$ cat src/rtl/route_table_pkg.sv
// Shared types and defaults for the route-table RAM client.
package route_table_pkg;

  localparam int RTC_DEPTH = 16;
  localparam int RTC_WIDTH = 32;

  typedef enum logic [1:0] {
    IDLE   = 2'd0,
    WR_REQ = 2'd1,
    RD_REQ = 2'd2,
    RSP    = 2'd3
  } rtc_state_e;

  typedef struct packed {
    logic                 err;
    logic [RTC_WIDTH-1:0] dat;
  } rtc_rsp_t;

  // Depth need not be a power of two, so the address field can exceed the table.
  function automatic logic adr_out_of_range(input int unsigned adr, input int unsigned depth);
    return (adr >= depth);
  endfunction

endpackage

$ cat src/rtl/route_client_timer.sv
// Loadable down-counter bounding how long a RAM request may wait for its grant.
import route_table_pkg::*;

module route_client_timer #(
  parameter int MAX_WAIT = 64
) (
  input  logic clk,
  input  logic rst,
  input  logic load_i,
  input  logic en_i,
  output logic expired_o
);

  localparam int CW = $clog2(MAX_WAIT + 1);

  logic [CW-1:0] cnt_q;

  // Loaded with MAX_WAIT-1 so that zero marks the final permitted request cycle.
  always_ff @(posedge clk) begin
    if (rst) begin
      cnt_q <= {CW{1'b0}};
    end else if (load_i) begin
      cnt_q <= CW'(MAX_WAIT - 1);
    end else if (en_i && (cnt_q != {CW{1'b0}})) begin
      cnt_q <= cnt_q - {{(CW-1){1'b0}}, 1'b1};
    end else begin
      cnt_q <= cnt_q;
    end
  end

  assign expired_o = (cnt_q == {CW{1'b0}});

endmodule

$ cat src/rtl/route_table_client.sv
// Single-outstanding command engine for one write and one read port of the route-table RAM.
// Optional grant timeout enabled by defining ROUTE_CLIENT_TIMEOUT_EN.
import route_table_pkg::*;

module route_table_client #(
  parameter int D        = RTC_DEPTH,
  parameter int WIDTH    = RTC_WIDTH,
  parameter int LOG_D    = (D > 1) ? $clog2(D) : 1,
  parameter int MAX_WAIT = 64
) (
  input  logic             clk,
  input  logic             rst,
  input  logic             cmd_valid_i,
  output logic             cmd_ready_o,
  input  logic             cmd_write_i,
  input  logic [LOG_D-1:0] cmd_adr_i,
  input  logic [WIDTH-1:0] cmd_dat_i,
  output logic             rsp_valid_o,
  input  logic             rsp_ready_i,
  output logic [WIDTH-1:0] rsp_dat_o,
  output logic             rsp_err_o,
  output logic             we_o,
  input  logic             wrRdy_i,
  output logic [LOG_D-1:0] wadr_o,
  output logic [WIDTH-1:0] wdat_o,
  output logic             re_o,
  input  logic             rdRdy_i,
  output logic [LOG_D-1:0] radr_o,
  input  logic [WIDTH-1:0] rdat_i
);

  if (MAX_WAIT < 1) begin : g_max_wait_chk
    $error("route_table_client: MAX_WAIT must be at least 1");
  end

  rtc_state_e       state_q;
  logic             ready_q;
  logic             rsp_valid_q;
  logic             rsp_err_q;
  logic [WIDTH-1:0] rsp_dat_q;
  logic             we_q;
  logic             re_q;
  logic [LOG_D-1:0] wadr_q;
  logic [WIDTH-1:0] wdat_q;
  logic [LOG_D-1:0] radr_q;

  logic accept_s;
  logic oob_s;
  logic timeout_s;

  assign accept_s = cmd_valid_i && ready_q;
  assign oob_s    = adr_out_of_range(32'(cmd_adr_i), unsigned'(D));

`ifdef ROUTE_CLIENT_TIMEOUT_EN
  logic expired_s;

  route_client_timer #(
    .MAX_WAIT(MAX_WAIT)
  ) u_timer (
    .clk      (clk),
    .rst      (rst),
    .load_i   (accept_s && !oob_s),
    .en_i     ((state_q == WR_REQ) || (state_q == RD_REQ)),
    .expired_o(expired_s)
  );

  assign timeout_s = expired_s;
`else
  assign timeout_s = 1'b0;
`endif

  // Command FSM; every output is a register so nothing on cmd_* reaches the RAM combinationally.
  always_ff @(posedge clk) begin
    if (rst) begin
      state_q     <= IDLE;
      ready_q     <= 1'b0;
      rsp_valid_q <= 1'b0;
      rsp_err_q   <= 1'b0;
      rsp_dat_q   <= {WIDTH{1'b0}};
      we_q        <= 1'b0;
      re_q        <= 1'b0;
      wadr_q      <= {LOG_D{1'b0}};
      wdat_q      <= {WIDTH{1'b0}};
      radr_q      <= {LOG_D{1'b0}};
    end else begin
      case (state_q)
        IDLE: begin
          ready_q <= 1'b1;
          if (accept_s) begin
            ready_q <= 1'b0;
            if (oob_s) begin
              state_q     <= RSP;
              rsp_valid_q <= 1'b1;
              rsp_err_q   <= 1'b1;
              rsp_dat_q   <= {WIDTH{1'b0}};
            end else if (cmd_write_i) begin
              state_q <= WR_REQ;
              we_q    <= 1'b1;
              wadr_q  <= cmd_adr_i;
              wdat_q  <= cmd_dat_i;
            end else begin
              state_q <= RD_REQ;
              re_q    <= 1'b1;
              radr_q  <= cmd_adr_i;
            end
          end
        end
        WR_REQ: begin
          // A grant in the final wait cycle takes priority over the timeout.
          if (wrRdy_i || timeout_s) begin
            state_q     <= RSP;
            we_q        <= 1'b0;
            rsp_valid_q <= 1'b1;
            rsp_err_q   <= !wrRdy_i;
            rsp_dat_q   <= {WIDTH{1'b0}};
          end else begin
            state_q <= WR_REQ;
          end
        end
        RD_REQ: begin
          if (rdRdy_i) begin
            state_q     <= RSP;
            re_q        <= 1'b0;
            rsp_valid_q <= 1'b1;
            rsp_err_q   <= 1'b0;
            rsp_dat_q   <= rdat_i;
          end else if (timeout_s) begin
            state_q     <= RSP;
            re_q        <= 1'b0;
            rsp_valid_q <= 1'b1;
            rsp_err_q   <= 1'b1;
            rsp_dat_q   <= {WIDTH{1'b0}};
          end else begin
            state_q <= RD_REQ;
          end
        end
        RSP: begin
          if (rsp_ready_i) begin
            state_q     <= IDLE;
            rsp_valid_q <= 1'b0;
            ready_q     <= 1'b1;
          end else begin
            state_q <= RSP;
          end
        end
        default: begin
          state_q     <= IDLE;
          ready_q     <= 1'b0;
          rsp_valid_q <= 1'b0;
          we_q        <= 1'b0;
          re_q        <= 1'b0;
        end
      endcase
    end
  end

  assign cmd_ready_o = ready_q;
  assign rsp_valid_o = rsp_valid_q;
  assign rsp_err_o   = rsp_err_q;
  assign rsp_dat_o   = rsp_dat_q;
  assign we_o        = we_q;
  assign wadr_o      = wadr_q;
  assign wdat_o      = wdat_q;
  assign re_o        = re_q;
  assign radr_o      = radr_q;

endmodule

$ cat config.mk
export PLATFORM = sky130hd
export DESIGN_NAME = route_table_client
export DESIGN_NICKNAME = d
export VERILOG_FILES = /design/src/rtl/route_table_pkg.sv /design/src/rtl/route_client_timer.sv /design/src/rtl/route_table_client.sv
export SDC_FILE = /design/constraint.sdc
export NUM_CORES = 1
export LEC_CHECK = 0
export CAP_MARGIN = 20
export CELL_PAD_IN_SITES_DETAIL_PLACEMENT = 1
export CELL_PAD_IN_SITES_GLOBAL_PLACEMENT = 1
export CORE_MARGIN = 2
export CORE_UTILIZATION = 30
export CTS_CLUSTER_SIZE = 12
export DETAILED_ROUTE_END_ITERATION = 10
export DONT_BUFFER_PORTS = 1
export GPL_TIMING_DRIVEN = 0
export PLACE_DENSITY_LB_ADDON = 0.3
export SYNTH_ARGS = -nofsm -noshare
export SYNTH_HDL_FRONTEND = slang
export SYNTH_SLANG_ARGS = --single-unit
$ cat constraint.sdc
create_clock -name clk -period 1.75 [get_ports clk]
set_input_delay 0.35 -clock clk [delete_from_list [all_inputs] [get_ports clk]]
set_output_delay 0.35 -clock clk [all_outputs]
set_load 0.03 [all_outputs]
# Word-level counts from Yosys, hierarchy flattened
# Cells that the tools add are included.
dict set report totals {
  ff_bits 79
  inputBits 75
  output_inout_bits 77
  word_cells 61
}
dict set report op_classes {
  eq_ne 9
  mux 26
  bitwise 2
  n_reduce_logical 14
}
# cell n
set op_table {}
lappend op_table {{$mux W32} 2}
lappend op_table {{$pmux W32 S2} 1}
lappend op_table {{$mux W1} 13}
lappend op_table {{$ne A2 B2 Y1 const B} 6}
lappend op_table {{$reduce_and A4 Y1} 3}
lappend op_table {{$reduce_and A3 Y1} 3}
lappend op_table {{$mux W2} 4}
lappend op_table {{$pmux W1 S2} 4}
lappend op_table {{$pmux W2 S4} 1}
lappend op_table {{$reduce_bool A2 Y1} 4}
lappend op_table {{$eq A2 B2 Y1 const B} 2}
lappend op_table {{$pmux W1 S3} 1}
lappend op_table {{$eq A2 B1 Y1 const B} 1}
lappend op_table {{$logic_not A2 Y1} 1}
lappend op_table {{$not A1 Y1} 2}
lappend op_table {{$reduce_and A2 Y1} 1}
lappend op_table {{$logic_and A1 B1 Y1} 1}
lappend op_table {{$logic_not A1 Y1} 1}

# Longest topological paths before layout
# Gate-level depths: netlist of the first run.
dict set report logic_depth {
  word_depth 3
  mapped_depth 6
  depth_no_buf 3
}

# Worst setup path after synthesis of the first run
# Ideal clock, no wire load.
dict set report synth_timing {
  kind {register to register}
  start {register ready_q, in the netlist cmd_ready_o}
  end {register wdat_q[0], in the netlist wdat_o[0]}
  setup_time_ns 0.116
  arrival_time_ns 1.389
  required_ns 1.634
  setup_slack_ns 0.245
  stages_incl_launch_ff 7
  n_path_buf 3
  period_less_slack_ns 1.505
  path_cell_list {dfxtp_1 > nor4bb_1 > buf_4 > and2_1 > buf_6 > buf_12 > o21ai_2}
}
dict set report synth_between {
  elab_chain_cells 2
}
# item line_no
set synth_lines {}
lappend synth_lines {{start: declaration} route_table_client.sv:37} ;# logic ready_q;
lappend synth_lines {{start signal: assignment} route_table_client.sv:76} ;# ready_q <= 1'b0;
lappend synth_lines {{start signal: assignment} route_table_client.sv:88} ;# ready_q <= 1'b1;
lappend synth_lines {{start signal: assignment} route_table_client.sv:90} ;# ready_q <= 1'b0;
lappend synth_lines {{$logic_and A1 B1 Y1} route_table_client.sv:51} ;# assign accept_s = cmd_valid_i && ready_q;
lappend synth_lines {{$reduce_and A3 Y1 (no line)} --}
lappend synth_lines {{end signal: assignment} route_table_client.sv:83} ;# wdat_q <= {WIDTH{1'b0}};
lappend synth_lines {{end signal: assignment} route_table_client.sv:100} ;# wdat_q <= cmd_dat_i;
lappend synth_lines {{end: declaration} route_table_client.sv:44} ;# logic [WIDTH-1:0] wdat_q;
# Every way passes these cells.
# A chain may end at the register's enable or synchronous reset.

# Worst setup path in the final report of the first run
dict set report layout_timing {
  start {register ready_q, in the netlist cmd_ready_o}
  end {register wdat_q[4], in the netlist wdat_o[4]}
}
# The elaborated chain is that of the path after synthesis.

==> metrics.txt, run 1 <==
Hold Crit Depth=2; status=finished clean; Yosys top cell area share=0.4457; layout cell share with drive strength beyond 1=0.1865; grt total ovfl=0; Crit. End Element=flip-flop; Static Leak=1.354 nW; setup TNS=0 ns; setup violators final=0; Die ar.=0.01271 mm2; max-cap viol count=0; Tot Pwr=4.311 mW; mapped cell area=0.003548 mm2; net total in the final layout=440; cell breakdown of the critical path=nor4bb_1, buf_4, and2_1, buf_6, buf_12, o21ai_2; Yosys warning count=0; DPL Wire Length=7016 um; Sink Count=79; main flop type after synthesis=dfxtp_1; Synth async-reset ratio=0; Routed WL per cell=18.70 um; Final min period=1.545 ns; clk_skew=0.004713 ns; Synth Area per Inst=10.02 um2; Hold WC Path Type=in2reg; die width=112.8 um; clk buf depth=2; I/O Pins=152; via count=2587; Hold Vio Cnt, Final=0; starting density of the core=0.3094; remaining antenna violation count=0; GRT Util Overall=0.1508; core outline area=0.01147 mm2; CTS tree=done; initial antenna violation count=0; vias in the first global route=2808; DRC Markers=0; crit path DAT=1.76 ns; Vias/cell=5.043; Critical Path Source Type=flip-flop; maximum number of pins on one net before global-route repair=14; Synth cell types=28; register bit total from synthesis=79; crit path max fanout=10; Core Rows=39; Tcrit/Tclk final=0.8830; Peak Freq=0.6471 GHz; Synth area leader=dfxtp_1; Reg2Reg Depth=6; Max stage delay on crit path=0.44 ns; pwr dens=1069 mW/mm2; first-pass GRT wire length=15150 um; port bufs=0; Die Y=112.8 um; H-tree depth=3; register area share after synthesis=0.4457; post-route worst setup slack=0.2047 ns; Worst path slowest cell=dfxtp_2; Post-synth EDFFs=0; Post-CTS Setup Inserts=0; Synth area leaders=dfxtp_1, nand2b_1, mux2i_1; syn_nets=429; TritonCTS buffer count=9; DRT iter0 DRCs=79; final slew viol count=0; total wire length=9591 um; Fillers=1308; CTS Hold Bufs=0; Peak VDD IR=0.5262 mV; cts repair resizes=0; diode count=0; Synth-to-Final Area Change=13.65%; Worst-Margin Slew=0.4822 ns; post-synthesis instance total=354; WS Path Type=reg2reg; Rel. slew slack=0.6785; root cell of the clock tree=clkbuf_16; Worst EP required=1.96 ns; pre-CTS WS=-0.02496 ns; RD Place Congestion=0.7534; later-pin clock latency in the skew report=0.32 ns; Clock Pin Slew Worst Setup and Hold Paths=0.06 ns; RSZ-0062 raised after global routing=false; Initial DRT Pass Iterations=4
## final timing paths
kind / startpoint / end / slack (ns)
worst min-delay path: rdat_i[1] / rsp_dat_o[1]$_SDFFE_PP0P_ / 0.16
worst max-delay path: cmd_ready_o$_SDFFE_PP0P_ / wdat_o[4]$_SDFFE_PP0P_ / 0.20
worst min register to register: cmd_ready_o$_SDFFE_PP0P_ / cmd_ready_o$_SDFFE_PP0P_ / 0.61
worst max register to register: cmd_ready_o$_SDFFE_PP0P_ / wdat_o[4]$_SDFFE_PP0P_ / 0.20
## where the power goes
| part | switching (mW) | internal, mW | leakage (nW) | total [mW] |
|---|---|---|---|---|
| registers | 0.159 | 1.86 | 0.639 | 2.02 |
| logic | 0.237 | 0.187 | 0.571 | 0.424 |
| clock network | 0.746 | 1.12 | 0.144 | 1.87 |
## per-layer routing
metal	up-vias	wire length, um	GRT usage
met2	89	4580	0.2475
li1	1236	-	-
met3	13	675	0.04981
met1	1249	4101	0.1829
met4	0	234	0.06016
met5	-	0	0
## cells in the final DEF, fill, tap and decap left out, types with 2 or more instances in the layout
cell / synthesis / routed
a211oi_1: 2 / 2
a21oi_1: 5 / 5
buf_12: 3 / 3
buf_2: 9 / 9
buf_4: 2 / 2
buf_6: 4 / 4
clkbuf_1: 15 / 15
clkbuf_16: 0 / 9
clkbuf_8: 0 / 4
clkinvlp_4: 0 / 2
dfxtp_1: 79 / 78
mux2i_1: 41 / 41
nand2_1: 37 / 37
nand2b_1: 77 / 77
nand4b_1: 32 / 32
o21ai_0: 3 / 3
o21ai_2: 30 / 30
or2_2: 2 / 2
## metrics by stage
| stage | util | cells | hold WS (ns) | area (um2) |
|---|---|---|---|---|
| after floorplan | - | 354 | 0.4921 | 3548 |
| after global placement | 0.3250 | 497 | 0.4955 | 3727 |
| after detailed placement | 0.3250 | 497 | 0.5054 | 3727 |
| after CTS | 0.3516 | 513 | 0.1472 | 4031 |
| after global routing | 0.3517 | 513 | 0.1556 | 4033 |
| final | 0.3517 | 513 | 0.1618 | 4033 |
## sequential cells by signal, indices dropped and copies added, names as in the netlist
| name | cells |
|---|---|
| rsp_valid_o | 1 |
| cmd_ready_o | 1 |
| re_o | 1 |
| radr_o | 4 |
| we_o | 1 |
| wadr_o | 4 |
| rsp_dat_o | 32 |
| rsp_err_o | 1 |
| wdat_o | 32 |
| state_q | 2 |
## cells in the mapped netlist (2+ instances only)
cell type / instances
a211oi_1: 2
buf_2: 9
o21ai_0: 3
buf_6: 4
buf_4: 2
nand4b_1: 32
buf_12: 3
or2_2: 2
dfxtp_1: 79
o21ai_2: 30
nand2_1: 37
mux2i_1: 41
clkbuf_1: 15
a21oi_1: 5
nand2b_1: 77
## critical path, delay by kind of cell (launching register included)
family	cells	cell delay, ns
buffers and inverters	3	0.53
DFF	1	0.44
and+or+nand+nor	2	0.39
AOI/OAI and AO/OA	1	0.07
## cells by family (layout without fill, tap and decap cells)
| family | count (synthesis) | count (layout) | share of synthesized area |
|---|---|---|---|
| and+or+nand+nor | 158 | 158 | 0.2782 |
| DFF | 79 | 79 | 0.4457 |
| AOI/OAI and AO/OA | 43 | 43 | 0.09802 |
| muxes | 41 | 41 | 0.1157 |
| buffers and inverters | 33 | 49 | 0.06241 |
## cell type report
class	count	area, um2	area share
clock buffer	13	280.3	0.06950
sequential	79	1583	0.3925
clock inverter	3	23.77	0.005895
buffer	33	221.5	0.05492
tap	143	178.9	0.04437
multi-input combinational	242	1745	0.4328
Power figures use the tool's default switching activity.
==> run 2, diff against run 1 <==
--- a/config.mk
+++ b/config.mk
@@ -10,7 +10,6 @@
 export CELL_PAD_IN_SITES_GLOBAL_PLACEMENT = 1
 export CORE_MARGIN = 2
 export CORE_UTILIZATION = 30
-export CTS_CLUSTER_SIZE = 12
 export DETAILED_ROUTE_END_ITERATION = 10
 export DONT_BUFFER_PORTS = 1
 export GPL_TIMING_DRIVEN = 0
==> results of run 2 <==
Final layout, timing and power as in run 1 (identical DEF).
